`src/rtl/uart_loopback_fifo_pkg.sv`:
```
// Shared types, frame-format constants and byte helpers for the UART loopback.
// The transform and parity helpers operate on a zero-extended 8-bit view of the data.
package uart_loopback_fifo_pkg;

  localparam int PARITY_NONE = 0;
  localparam int PARITY_ODD  = 1;
  localparam int PARITY_EVEN = 2;

  typedef enum logic [1:0] {
    MODE_ECHO = 2'd0,
    MODE_CASE = 2'd1,
    MODE_INV  = 2'd2,
    MODE_HOLD = 2'd3
  } mode_e;

  typedef enum logic [2:0] {
    RX_IDLE   = 3'd0,
    RX_START  = 3'd1,
    RX_DATA   = 3'd2,
    RX_PARITY = 3'd3,
    RX_STOP   = 3'd4
  } rx_state_e;

  typedef enum logic [2:0] {
    TX_IDLE   = 3'd0,
    TX_LOAD   = 3'd1,
    TX_START  = 3'd2,
    TX_DATA   = 3'd3,
    TX_PARITY = 3'd4,
    TX_STOP   = 3'd5
  } tx_state_e;

  // Case swap only makes sense for full ASCII bytes; narrower frames pass through.
  function automatic logic [7:0] transform(input logic [7:0] d, input mode_e m, input int data_bits);
    logic [7:0] r;
    r = d;
    case (m)
      MODE_CASE: begin
        if (data_bits == 8) begin
          if (d >= 8'h61 && d <= 8'h7A)      r = d - 8'h20;
          else if (d >= 8'h41 && d <= 8'h5A) r = d + 8'h20;
        end
      end
      MODE_INV: r = ~d;
      default:  r = d;
    endcase
    return r;
  endfunction

  function automatic logic parity_bit(input logic [7:0] d, input int parity);
    return (parity == PARITY_ODD) ? ~(^d) : (^d);
  endfunction

endpackage

```
`src/rtl/uart_loopback_fifo_if.sv`:
```
// Pin-level bundle of the UART loopback: serial lines, mode/status controls.
// slave is the design side, master the board/bench side.
interface uart_loopback_fifo_if #(
  parameter int FIFO_DEPTH = 16
);
  localparam int AW = $clog2(FIFO_DEPTH);

  logic          uart_rxd;
  logic          uart_txd;
  logic [1:0]    mode;
  logic          err_clr;
  logic [AW:0]   fifo_level;
  logic          overflow;
  logic          frame_err;
  logic          parity_err;

  modport slave (
    input  uart_rxd, mode, err_clr,
    output uart_txd, fifo_level, overflow, frame_err, parity_err
  );

  modport master (
    output uart_rxd, mode, err_clr,
    input  uart_txd, fifo_level, overflow, frame_err, parity_err
  );
endinterface

```
`src/rtl/uart_loopback_fifo_sync_fifo.sv`:
```
// Synchronous FIFO with registered read data and a separate occupancy counter.
// A push into a full FIFO is accepted only when a pop happens in the same cycle.
module sync_fifo #(
  parameter int DATA_W = 8,
  parameter int DEPTH  = 16
) (
  input  logic                     clk_i,
  input  logic                     rst_i,
  input  logic                     push_i,
  input  logic                     pop_i,
  input  logic [DATA_W-1:0]        wdata_i,
  output logic [DATA_W-1:0]        rdata_o,
  output logic                     full_o,
  output logic                     empty_o,
  output logic [$clog2(DEPTH):0]   level_o
);
  localparam int AW = $clog2(DEPTH);

  logic [DATA_W-1:0] mem_q [DEPTH];
  logic [AW-1:0]     wr_ptr_q, rd_ptr_q;
  logic [AW:0]       level_q;
  logic [DATA_W-1:0] rdata_q;
  logic              push_ok, pop_ok;

  assign empty_o = (level_q == '0);
  assign full_o  = (level_q == (AW+1)'(DEPTH));
  assign pop_ok  = pop_i && !empty_o;
  assign push_ok = push_i && (!full_o || pop_ok);
  assign rdata_o = rdata_q;
  assign level_o = level_q;

  always_ff @(posedge clk_i) begin
    if (push_ok) mem_q[wr_ptr_q] <= wdata_i;
  end

  always_ff @(posedge clk_i) begin
    if (rst_i) begin
      wr_ptr_q <= '0;
      rd_ptr_q <= '0;
      level_q  <= '0;
      rdata_q  <= '0;
    end else begin
      if (push_ok) wr_ptr_q <= wr_ptr_q + 1'b1;
      if (pop_ok) begin
        rd_ptr_q <= rd_ptr_q + 1'b1;
        rdata_q  <= mem_q[rd_ptr_q];
      end
      case ({push_ok, pop_ok})
        2'b10:   level_q <= level_q + 1'b1;
        2'b01:   level_q <= level_q - 1'b1;
        default: level_q <= level_q;
      endcase
    end
  end

endmodule

```
`src/rtl/uart_loopback_fifo.sv`:
```
// UART loopback: RX deserialiser with parity/framing checks, buffering FIFO,
// per-byte transform selected at pop time, and TX serialiser.
module uart_loopback_fifo
  import uart_loopback_fifo_pkg::*;
#(
  parameter int CLK_FREQ   = 50000000,
  parameter int UART_BPS   = 9600,
  parameter int DATA_BITS  = 8,
  parameter int PARITY     = 0,
  parameter int STOP_BITS  = 1,
  parameter int FIFO_DEPTH = 16
) (
  input  logic                 sys_clk,
  input  logic                 sys_rst,
  uart_loopback_fifo_if.slave  bus
);
  localparam int BPS_CNT = CLK_FREQ / UART_BPS;
  localparam int AW      = $clog2(FIFO_DEPTH);
  localparam int CW      = $clog2(STOP_BITS * BPS_CNT + 1);
  localparam int BW      = $clog2(DATA_BITS);

  localparam logic [CW-1:0] CNT_MID   = CW'(BPS_CNT / 2);
  localparam logic [CW-1:0] CNT_LAST  = CW'(BPS_CNT - 1);
  localparam logic [CW-1:0] STOP_LAST = CW'(STOP_BITS * BPS_CNT - 1);
  localparam logic [BW-1:0] BIT_LAST  = BW'(DATA_BITS - 1);

  // RX
  logic [1:0]           rx_sync_q;
  logic                 rx_prev_q;
  rx_state_e            rx_state_q, rx_state_d;
  logic [CW-1:0]        rx_cnt_q, rx_cnt_d;
  logic [BW-1:0]        rx_bit_q, rx_bit_d;
  logic [DATA_BITS-1:0] rx_shift_q, rx_shift_d;
  logic                 rx_par_q, rx_par_d;
  logic                 rx_s, rx_fall, rx_mid, rx_end;
  logic                 rx_push, rx_ferr, rx_perr;

  // FIFO
  logic [DATA_BITS-1:0] fifo_rdata;
  logic                 fifo_full, fifo_empty;
  logic [AW:0]          fifo_level;

  // TX
  tx_state_e            tx_state_q, tx_state_d;
  logic [CW-1:0]        tx_cnt_q, tx_cnt_d;
  logic [BW-1:0]        tx_bit_q, tx_bit_d;
  logic [DATA_BITS-1:0] tx_shift_q, tx_shift_d;
  logic                 tx_par_q, tx_par_d;
  logic                 tx_txd_q, tx_txd_d;
  mode_e                tx_mode_q, tx_mode_d;
  logic                 tx_pop, tx_end, tx_stop_end;
  logic [7:0]           tx_byte;
  mode_e                mode_in;

  logic                 overflow_q;

  assign rx_s    = rx_sync_q[1];
  assign rx_fall = rx_prev_q & ~rx_s;
  assign rx_mid  = (rx_cnt_q == CNT_MID);
  assign rx_end  = (rx_cnt_q == CNT_LAST);
  assign mode_in = mode_e'(bus.mode);

  always_comb begin
    rx_state_d = rx_state_q;
    rx_cnt_d   = rx_cnt_q + 1'b1;
    rx_bit_d   = rx_bit_q;
    rx_shift_d = rx_shift_q;
    rx_par_d   = rx_par_q;
    rx_ferr    = 1'b0;
    rx_perr    = 1'b0;
    rx_push    = 1'b0;
    case (rx_state_q)
      RX_IDLE: begin
        rx_cnt_d = '0;
        if (rx_fall) rx_state_d = RX_START;
      end
      RX_START: begin
        if (rx_mid && rx_s) begin
          rx_state_d = RX_IDLE;
          rx_cnt_d   = '0;
        end else if (rx_end) begin
          rx_state_d = RX_DATA;
          rx_cnt_d   = '0;
          rx_bit_d   = '0;
        end
      end
      RX_DATA: begin
        if (rx_mid) rx_shift_d = {rx_s, rx_shift_q[DATA_BITS-1:1]};
        if (rx_end) begin
          rx_cnt_d = '0;
          if (rx_bit_q == BIT_LAST) rx_state_d = (PARITY != PARITY_NONE) ? RX_PARITY : RX_STOP;
          else                      rx_bit_d   = rx_bit_q + 1'b1;
        end
      end
      RX_PARITY: begin
        if (rx_mid) rx_par_d = rx_s;
        if (rx_end) begin
          rx_cnt_d   = '0;
          rx_state_d = RX_STOP;
        end
      end
      RX_STOP: begin
        // Leave at mid-stop so a back-to-back start edge is not missed.
        if (rx_mid) begin
          rx_state_d = RX_IDLE;
          rx_cnt_d   = '0;
          rx_ferr    = !rx_s;
          rx_perr    = (PARITY != PARITY_NONE) && (rx_par_q != parity_bit(8'(rx_shift_q), PARITY));
          rx_push    = !rx_ferr && !rx_perr;
        end
      end
      default: rx_state_d = RX_IDLE;
    endcase
  end

  always_ff @(posedge sys_clk) begin
    if (sys_rst) begin
      rx_sync_q  <= 2'b11;
      rx_prev_q  <= 1'b1;
      rx_state_q <= RX_IDLE;
      rx_cnt_q   <= '0;
      rx_bit_q   <= '0;
      rx_shift_q <= '0;
      rx_par_q   <= 1'b0;
    end else begin
      rx_sync_q  <= {rx_sync_q[0], bus.uart_rxd};
      rx_prev_q  <= rx_s;
      rx_state_q <= rx_state_d;
      rx_cnt_q   <= rx_cnt_d;
      rx_bit_q   <= rx_bit_d;
      rx_shift_q <= rx_shift_d;
      rx_par_q   <= rx_par_d;
    end
  end

  sync_fifo #(
    .DATA_W (DATA_BITS),
    .DEPTH  (FIFO_DEPTH)
  ) u_fifo (
    .clk_i   (sys_clk),
    .rst_i   (sys_rst),
    .push_i  (rx_push),
    .pop_i   (tx_pop),
    .wdata_i (rx_shift_q),
    .rdata_o (fifo_rdata),
    .full_o  (fifo_full),
    .empty_o (fifo_empty),
    .level_o (fifo_level)
  );

  assign tx_end      = (tx_cnt_q == CNT_LAST);
  assign tx_stop_end = (tx_cnt_q == STOP_LAST);

  always_comb begin
    tx_state_d = tx_state_q;
    tx_cnt_d   = tx_cnt_q + 1'b1;
    tx_bit_d   = tx_bit_q;
    tx_shift_d = tx_shift_q;
    tx_par_d   = tx_par_q;
    tx_txd_d   = tx_txd_q;
    tx_mode_d  = tx_mode_q;
    tx_pop     = 1'b0;
    tx_byte    = '0;
    case (tx_state_q)
      TX_IDLE: begin
        tx_cnt_d = '0;
        tx_txd_d = 1'b1;
        if (!fifo_empty && mode_in != MODE_HOLD) begin
          tx_pop     = 1'b1;
          tx_mode_d  = mode_in;
          tx_state_d = TX_LOAD;
        end
      end
      TX_LOAD: begin
        tx_byte    = transform(8'(fifo_rdata), tx_mode_q, DATA_BITS);
        tx_shift_d = DATA_BITS'(tx_byte);
        tx_par_d   = parity_bit(8'(tx_shift_d), PARITY);
        tx_txd_d   = 1'b0;
        tx_cnt_d   = '0;
        tx_state_d = TX_START;
      end
      TX_START: begin
        if (tx_end) begin
          tx_cnt_d   = '0;
          tx_bit_d   = '0;
          tx_txd_d   = tx_shift_q[0];
          tx_shift_d = tx_shift_q >> 1;
          tx_state_d = TX_DATA;
        end
      end
      TX_DATA: begin
        if (tx_end) begin
          tx_cnt_d = '0;
          if (tx_bit_q == BIT_LAST) begin
            tx_state_d = (PARITY != PARITY_NONE) ? TX_PARITY : TX_STOP;
            tx_txd_d   = (PARITY != PARITY_NONE) ? tx_par_q : 1'b1;
          end else begin
            tx_bit_d   = tx_bit_q + 1'b1;
            tx_txd_d   = tx_shift_q[0];
            tx_shift_d = tx_shift_q >> 1;
          end
        end
      end
      TX_PARITY: begin
        if (tx_end) begin
          tx_cnt_d   = '0;
          tx_txd_d   = 1'b1;
          tx_state_d = TX_STOP;
        end
      end
      TX_STOP: begin
        if (tx_stop_end) begin
          tx_cnt_d   = '0;
          tx_state_d = TX_IDLE;
        end
      end
      default: tx_state_d = TX_IDLE;
    endcase
  end

  always_ff @(posedge sys_clk) begin
    if (sys_rst) begin
      tx_state_q <= TX_IDLE;
      tx_cnt_q   <= '0;
      tx_bit_q   <= '0;
      tx_shift_q <= '0;
      tx_par_q   <= 1'b0;
      tx_txd_q   <= 1'b1;
      tx_mode_q  <= MODE_ECHO;
      overflow_q <= 1'b0;
    end else begin
      tx_state_q <= tx_state_d;
      tx_cnt_q   <= tx_cnt_d;
      tx_bit_q   <= tx_bit_d;
      tx_shift_q <= tx_shift_d;
      tx_par_q   <= tx_par_d;
      tx_txd_q   <= tx_txd_d;
      tx_mode_q  <= tx_mode_d;
      // A drop in the same cycle as a clear must remain visible.
      if (rx_push && fifo_full && !tx_pop) overflow_q <= 1'b1;
      else if (bus.err_clr)                overflow_q <= 1'b0;
    end
  end

  assign bus.uart_txd   = tx_txd_q;
  assign bus.fifo_level = fifo_level;
  assign bus.overflow   = overflow_q;
  assign bus.frame_err  = rx_ferr;
  assign bus.parity_err = rx_perr;

endmodule

```
`src/flat_wrapper.sv`:
```
// flat-port wrapper written by rule: the top's interface ports become plain ports
module uart_loopback_fifo_flat import uart_loopback_fifo_pkg::*;
#(
  parameter int CLK_FREQ   = 50000000,
  parameter int UART_BPS   = 9600,
  parameter int DATA_BITS  = 8,
  parameter int PARITY     = 0,
  parameter int STOP_BITS  = 1,
  parameter int FIFO_DEPTH = 16
)
  (sys_clk, sys_rst, bus_uart_rxd, bus_mode, bus_err_clr, bus_uart_txd, bus_fifo_level, bus_overflow, bus_frame_err, bus_parity_err);
  uart_loopback_fifo_if #(.FIFO_DEPTH(FIFO_DEPTH)) bus_i ();
  input  logic sys_clk;
  input  logic sys_rst;
  input wire logic [$bits(bus_i.uart_rxd)-1:0] bus_uart_rxd;
  input wire logic [$bits(bus_i.mode)-1:0] bus_mode;
  input wire logic [$bits(bus_i.err_clr)-1:0] bus_err_clr;
  output wire logic [$bits(bus_i.uart_txd)-1:0] bus_uart_txd;
  output wire logic [$bits(bus_i.fifo_level)-1:0] bus_fifo_level;
  output wire logic [$bits(bus_i.overflow)-1:0] bus_overflow;
  output wire logic [$bits(bus_i.frame_err)-1:0] bus_frame_err;
  output wire logic [$bits(bus_i.parity_err)-1:0] bus_parity_err;
  assign bus_i.uart_rxd = bus_uart_rxd;
  assign bus_i.mode = bus_mode;
  assign bus_i.err_clr = bus_err_clr;
  assign bus_uart_txd = bus_i.uart_txd;
  assign bus_fifo_level = bus_i.fifo_level;
  assign bus_overflow = bus_i.overflow;
  assign bus_frame_err = bus_i.frame_err;
  assign bus_parity_err = bus_i.parity_err;
  uart_loopback_fifo #(.CLK_FREQ(CLK_FREQ), .UART_BPS(UART_BPS), .DATA_BITS(DATA_BITS), .PARITY(PARITY), .STOP_BITS(STOP_BITS), .FIFO_DEPTH(FIFO_DEPTH)) u_core (.sys_clk(sys_clk), .sys_rst(sys_rst), .bus(bus_i));
endmodule
```
`config.mk`:
```
export PLATFORM = sky130hd
export DESIGN_NAME = uart_loopback_fifo_flat
export DESIGN_NICKNAME = d
export VERILOG_FILES = /design/src/rtl/uart_loopback_fifo_pkg.sv /design/src/rtl/uart_loopback_fifo_if.sv /design/src/rtl/uart_loopback_fifo_sync_fifo.sv /design/src/rtl/uart_loopback_fifo.sv /design/src/flat_wrapper.sv
export SDC_FILE = /design/constraint.sdc
export NUM_CORES = 1
export LEC_CHECK = 0
export ABC_AREA = 1
export CELL_PAD_IN_SITES_DETAIL_PLACEMENT = 0
export CELL_PAD_IN_SITES_GLOBAL_PLACEMENT = 1
export CORE_ASPECT_RATIO = 1.1
export CORE_MARGIN = 2
export CORE_UTILIZATION = 45
export DETAILED_ROUTE_END_ITERATION = 8
export PLACE_DENSITY = 0.76
export SETUP_SLACK_MARGIN = 0.05
export SLEW_MARGIN = 40
export SYNTH_ARGS = -nofsm -noshare
export SYNTH_HDL_FRONTEND = slang
export SYNTH_SLANG_ARGS = --single-unit
```
`constraint.sdc`:
```
create_clock -name sys_clk -period 2.6 [get_ports sys_clk]
set_input_delay 0.39 -clock sys_clk [delete_from_list [all_inputs] [get_ports sys_clk]]
set_output_delay 0.39 -clock sys_clk [all_outputs]
set_load 0.005 [all_outputs]
```
After elaboration in Yosys (flattened, before gate mapping)
Memory sizes are Yosys's and may differ from the RTL's. A register that Yosys moved wholly into a read port is not among the register bits.
Cells that the tools add are included.
{"block": "word_totals", "register_bits": 74, "inputBits": 6, "n_memories": 1, "mem_bits_rw": 128, "wordCells": 155, "output_inout_bits": 9}
{"block": "classes", "n_bitwise": 3, "reduce_logical": 33, "n_eq_ne": 36, "mux": 52, "n_lt_le_gt_ge": 4, "add_sub_neg": 10}
{"memory": "u_core.u_fifo.mem_q", "depth": 16, "word_bits": 8, "read_ports": 1, "rd_clocked_by_memory_dff": 1, "wr": 1, "line": "uart_loopback_fifo_sync_fifo.sv:19", "text": "logic [DATA_W-1:0] mem_q [DEPTH];"}
{"operator": "$mux W3", "count": 19}
{"operator": "$mux W13", "count": 4}
{"operator": "$pmux W13 S4", "count": 1}
{"operator": "$mux W8", "count": 5}
{"operator": "$add A13 B1 Y13 const B", "count": 2}
{"operator": "$eq A13 B13 Y1 const B", "count": 2}
{"operator": "$pmux W13 S2", "count": 1}
{"operator": "$ne A2 B1 Y1 const B", "count": 12}
{"operator": "$pmux W8 S3", "count": 1}
{"operator": "$pmux W3 S6", "count": 1}
{"operator": "$ge A8 B7 Y1 const B", "count": 2}
{"operator": "$le A8 B7 Y1 const B", "count": 2}
{"operator": "$pmux W8 S2", "count": 1}
{"operator": "$eq A3 B3 Y1 const B", "count": 5}
{"operator": "$pmux W3 S5", "count": 1}
{"operator": "$mux W1", "count": 14}
{"operator": "$eq A13 B12 Y1 const B", "count": 1}
{"operator": "$eq A3 B2 Y1 const B", "count": 4}
{"operator": "$pmux W3 S2", "count": 2}
{"operator": "$reduce_and A4 Y1", "count": 3}
{"operator": "$reduce_and A6 Y1", "count": 2}
{"operator": "$pmux W5 S2", "count": 1}
{"operator": "$add A4 B1 Y4 const B", "count": 2}
{"operator": "$add A8 B6 Y8 const B", "count": 1}
{"operator": "other kinds (26)", "count": 49}

Depth between registers and ports, before layout
{"block": "logic_depth", "word_depth": 10, "mapped_depth": 18}

By module
A second synthesis with hierarchy kept.
{"block": "hier_totals", "hier_cells": 1125, "area_unflattened_um2": 9882.0}
{"module": "sync_fifo", "area_per_inst_um2": 6615.1, "instances": 1, "cells_per_inst": 663}
{"module": "uart_loopback_fifo", "area_per_inst_um2": 3266.9, "instances": 1, "cells_per_inst": 462}

Worst setup path after synthesis
Ideal clock, no wire load.
{"block": "synth_path", "kind": "reg2reg", "startpoint": "register u_core.rx_cnt_q[0]", "endpoint": "memory u_core.u_fifo.mem_q[3][0], enable pin", "path_slack_ps": 521, "stages_incl_launch_ff": 11, "t_required_ps": 2230, "path_buffers": 0, "period_less_slack_ps": 2079, "arrival_ps": 1709, "setup_ps": 370, "path_cell_list": "dfxtp_1 > inv_1 > ha_1 > inv_1 > nor2_1 > nand3_1 > nor3_1 > nand4_1 > nor2_4 > nand3_1 > nor2_1"}
{"block": "synth_via", "elab_chain_cells": 6}
{"element": "from (decl)", "line": "uart_loopback_fifo.sv:31", "text": "logic [CW-1:0] rx_cnt_q, rx_cnt_d;"}
{"element": "from (signal assigned)", "line": "uart_loopback_fifo.sv:129", "text": "rx_cnt_q <= rx_cnt_d;"}
{"element": "$eq A13 B12 Y1", "line": "uart_loopback_fifo.sv:59", "text": "assign rx_mid = (rx_cnt_q == CNT_MID);"}
{"element": "$mux W1", "line": "uart_loopback_fifo.sv:104", "text": "if (rx_mid) begin"}
{"element": "$mux W1", "line": "uart_loopback_fifo.sv:72", "text": "case (rx_state_q)"}
{"element": "$logic_and A1 B1 Y1", "line": "uart_loopback_fifo_sync_fifo.sv:28", "text": "assign push_ok = push_i && (!full_o || pop_ok);"}
{"element": "$mux W1", "line": "uart_loopback_fifo_sync_fifo.sv:33", "text": "if (push_ok) mem_q[wr_ptr_q] <= wdata_i;"}
{"element": "$mux W1 (implied by the code)", "line": "uart_loopback_fifo_sync_fifo.sv:33"}
{"element": "to (decl)", "line": "uart_loopback_fifo_sync_fifo.sv:19"}
No other way between the ends.

Worst setup path after layout
{"block": "layout_path", "startpoint": "register u_core.rx_cnt_q[0]", "endpoint": "output port bus_frame_err"}
{"block": "layout_via", "elab_chain_cells": 3}
{"element": "$eq A13 B12 Y1", "line": "uart_loopback_fifo.sv:59"}
{"element": "$mux W1", "line": "uart_loopback_fifo.sv:104"}
{"element": "$mux W1", "line": "uart_loopback_fifo.sv:72"}
{"element": "to (decl)", "line": "flat_wrapper.sv:21", "text": "output wire logic [$bits(bus_i.frame_err)-1:0] bus_frame_err;"}
No other way between the ends.

==> impl_metrics.env <==
export IMPL_synthToLayoutAreaGrowth_pct=13.5
export IMPL_synthTopCellsByArea="edfxtp_1 42%, dfxtp_1 18%, nor2_1 5.9%"
export IMPL_critical_path_slowest_cell="dfxtp_1"
export IMPL_hpwl_microns=13400
export IMPL_die_area_sq_um=21500
export IMPL_clock_latency_ns=0.52
export IMPL_dp_slack_ns=0.111
export IMPL_ant_nets=0
export IMPL_r2r_cells=16
export IMPL_critPathMaxStageDelay_ns=0.32
export IMPL_initial_core_util=0.460
export IMPL_drc=0
export IMPL_final_nets=991
export IMPL_syn_avg_cell_area_sq_um=9.75
export IMPL_yosys_warnings=0
export IMPL_synth_top_area_frac=0.419
export IMPL_grt_overflow_total=0
export IMPL_postCtsSetupBuffers=0
export IMPL_synth_fp_nets=965
export IMPL_netlist_top_cells_count="145 x nor2_1, 128 x edfxtp_1, 107 x nand2_1, 99 x o21ai_0, 82 x dfxtp_1"
export IMPL_clk_pin_slew_ns=0.06
export IMPL_wl_per_cell_microns=16.5
export IMPL_place_congestion=0.810
export IMPL_finalClockSkew_ns=0.0318
export IMPL_min_period_ns=2.36
export IMPL_antenna_found_initial=0
export IMPL_synth_edf_count=128
export IMPL_r2r_end="u_core.u_fifo.level_o[4]$_SDFFE_PP0P_"
export IMPL_numPortBuffers=13
export IMPL_critPathLaunchType="flop"
export IMPL_drv_cap=0
export IMPL_critical_path_cell_chain="inv_1, ha_1, inv_1, nor2_1, nand3_1, nor3_2, nand2_1, nor4_2, dlygate4sd2_1"
export IMPL_cp_arrival_ns=1.97
export IMPL_drt_iter0_markers=499
export IMPL_cts_max_path_buffers=3
export IMPL_ctsHoldBuffers=0
export IMPL_hold_path_class="reg2reg"
export IMPL_power_leakage_nw=3.75
export IMPL_hold_viol=0
export IMPL_cts_repair_resized=3
export IMPL_netlist_area_sq_um=9180
export IMPL_die_h_microns=154
export IMPL_hold_start="u_core.rx_sync_q[0]$_SDFF_PP1_"
export IMPL_setup_violations=0
export IMPL_max_freq_mhz=423
export IMPL_worst_slack_ns=0.237
export IMPL_die_width_microns=140
export IMPL_finalSetupTns_ns=0
export IMPL_grt_pass1_wl_microns=33200
export IMPL_grt_pass1_vias=6272
export IMPL_yosys_register_bits=210
export IMPL_layout_drive_gt1_share=0.107
export IMPL_outcome="complete, no violations"
export IMPL_synth_most_common_cell="nor2_1"
export IMPL_tightestPinTransition_ns=0.815
export IMPL_synth_top_flop_cell="edfxtp_1"
export IMPL_async_flop_share=0
export IMPL_root_buffer="clkbuf_16"
export IMPL_syn_inst=941
export IMPL_core_area_sq_um=19900
export IMPL_regToRegSetupSlack_ns=0.35
export IMPL_yosys_area_top_type="edfxtp_1"
export IMPL_ios=15
export IMPL_whs_ns=0.414
export IMPL_drt_pre_antenna_iters=5
export IMPL_worstPathRequired_ns=2.21
export IMPL_totalWireLength_microns=20400
export IMPL_synth_distinct_cells=46
export IMPL_critical_path_class="reg2out"
export IMPL_cp_endpoint="bus_frame_err"
export IMPL_grt_use_total=0.192
export IMPL_vdd_drop_max_mv=0.577
export IMPL_rows=54
export IMPL_synth_seq_area_share=0.598
export IMPL_crit_path_end_kind="output pin"
export IMPL_r2r_start="u_core.rx_cnt_q[0]$_SDFF_PP0_"
export IMPL_grt_setup_unrepaired="no"
export IMPL_p_per_area_nw_per_um2=950
export IMPL_vias=6555
export IMPL_cts_tree="done"
export IMPL_fill_cells=1735
export IMPL_grt_start_max_net_pins=66
export IMPL_diodes=0
export IMPL_slew_limit_headroom=0.456
export IMPL_crit_top_cell="inv_1"
export IMPL_worstPathMaxFanout=3
export IMPL_min_period_over_period=0.909
export IMPL_clock_sinks=210
export IMPL_startpoint="u_core.rx_cnt_q[0]$_SDFF_PP0_"
export IMPL_htreeDepth=1
export IMPL_vias_per_cell=5.31
export IMPL_slew_violations=0
export IMPL_cts_inserted_buffers=22
[area by class of cell]
cell class,instances,area (sq um),share of cell area
Sequential cell,210,5490,0.528
Clock inverter,14,159,0.0153
Inverter,91,342,0.0328
Tap cell,252,315,0.0303
Multi-Input combinational cell,602,3190,0.307
Clock buffer,26,566,0.0543
Timing Repair Buffer,40,344,0.0330
[per-stage QoR]
stage / power (mW) / instances / instance area [sq um] / utilization
CTS: 9.96 / 1235 / 10400 / 0.522
global route: 10.5 / 1235 / 10400 / 0.522
finish: 9.89 / 1235 / 10400 / 0.522
global placement: 6.83 / 1195 / 9670 / 0.485
floorplan: 6.03 / 941 / 9180 / -
detailed placement: 6.80 / 1195 / 9670 / 0.485
[where the power goes]
part           internal [mW]  switching (mW)  leakage [nW]
registers               3.72           0.191          1.85
clock network           1.86            1.28         0.344
logic                  0.955            1.88          1.56
[placed cells by master (no fill, tap or decap), drive strengths merged]
cell type and count:
nor3 33, nand4 8, edfxtp 128, a211oi 6
o21ba 1, clkinvlp 3, o211ai 22, a21oi 41
xor2 11, clkdlybuf4s50 12, buf 27, o22ai 14
inv 87, a31oi 2, dfxtp 82, a31o 1
xnor2 2, nand3b 1, a32oi 1, clkinv 12
dlygate4sd2 1, or2 4, a41oi 1, nor2 155
nor3b 2, bufinv 3, conb 1, clkbuf 26
and2 1, ha 18, o21ai 102, nor4 6
o221ai 19, o31ai 2, o21bai 1, nand2 114
a221oi 1, nand3 32
[registers in the layout, summed over array words and instances (netlist names), 2 cells and up]
signal	flops
u_core.rx_cnt_q	13
u_core.tx_cnt_q	13
u_core.rx_shift_q	8
u_core.rx_bit_q	3
u_core.u_fifo.mem_q	128
u_core.tx_mode_q	2
u_core.rx_state_q	3
u_core.tx_state_q	3
u_core.u_fifo.level_o	5
u_core.u_fifo.rdata_o	8
u_core.rx_sync_q	2
u_core.tx_shift_q	8
u_core.u_fifo.rd_ptr_q	4
u_core.tx_bit_q	3
u_core.u_fifo.wr_ptr_q	4
[worst max-delay path: cells and delay by family, from the launching register on]
kind,cells,cell delay [ns]
adders and majority gates,1,0.14
buffers and inverters,3,0.39
DFF,1,0.32
and+or+nand+nor,5,0.62
[routing by layer]
metal | share of wire | track usage | vias to the layer above | routed length [microns]
li1 | - | - | 3331 | -
met1 | 0.46 | 0.269 | 3038 | 9360
met2 | 0.46 | 0.314 | 155 | 9460
met3 | 0.058 | 0.0277 | 31 | 1180
met4 | 0.022 | 0.0534 | 0 | 442
met5 | 0 | 0 | - | 0
[worst min path at each step]
| stage | cells past startpoint | to | slack [ns] |
|---|---|---|---|
| global placement | 1 | u_core.rx_sync_q[1]$_SDFF_PP1_ | 0.39 |
| global route | 1 | u_core.rx_sync_q[1]$_SDFF_PP1_ | 0.43 |
| floorplan | 1 | u_core.rx_sync_q[1]$_SDFF_PP1_ | 0.39 |
| CTS | 2 | u_core.rx_sync_q[0]$_SDFF_PP1_ | 0.41 |
| finish | 1 | u_core.rx_sync_q[1]$_SDFF_PP1_ | 0.41 |
| detailed placement | 1 | u_core.rx_sync_q[1]$_SDFF_PP1_ | 0.40 |
[logic make-up (layout without fill, tap and decap cells)]
group / after synthesis / after routing / share of synthesized area
and+or+nand+nor: 356 / 356 / 0.169
AOI/OAI and AO/OA: 214 / 214 / 0.140
DFF: 210 / 210 / 0.598
buffers and inverters: 129 / 171 / 0.0554
adders and majority gates: 18 / 18 / 0.0245
xor gates and xnor gates: 13 / 13 / 0.0124
other: 1 / 1 / 0.000409
No activity file was read; power rests on OpenSTA's default activity.
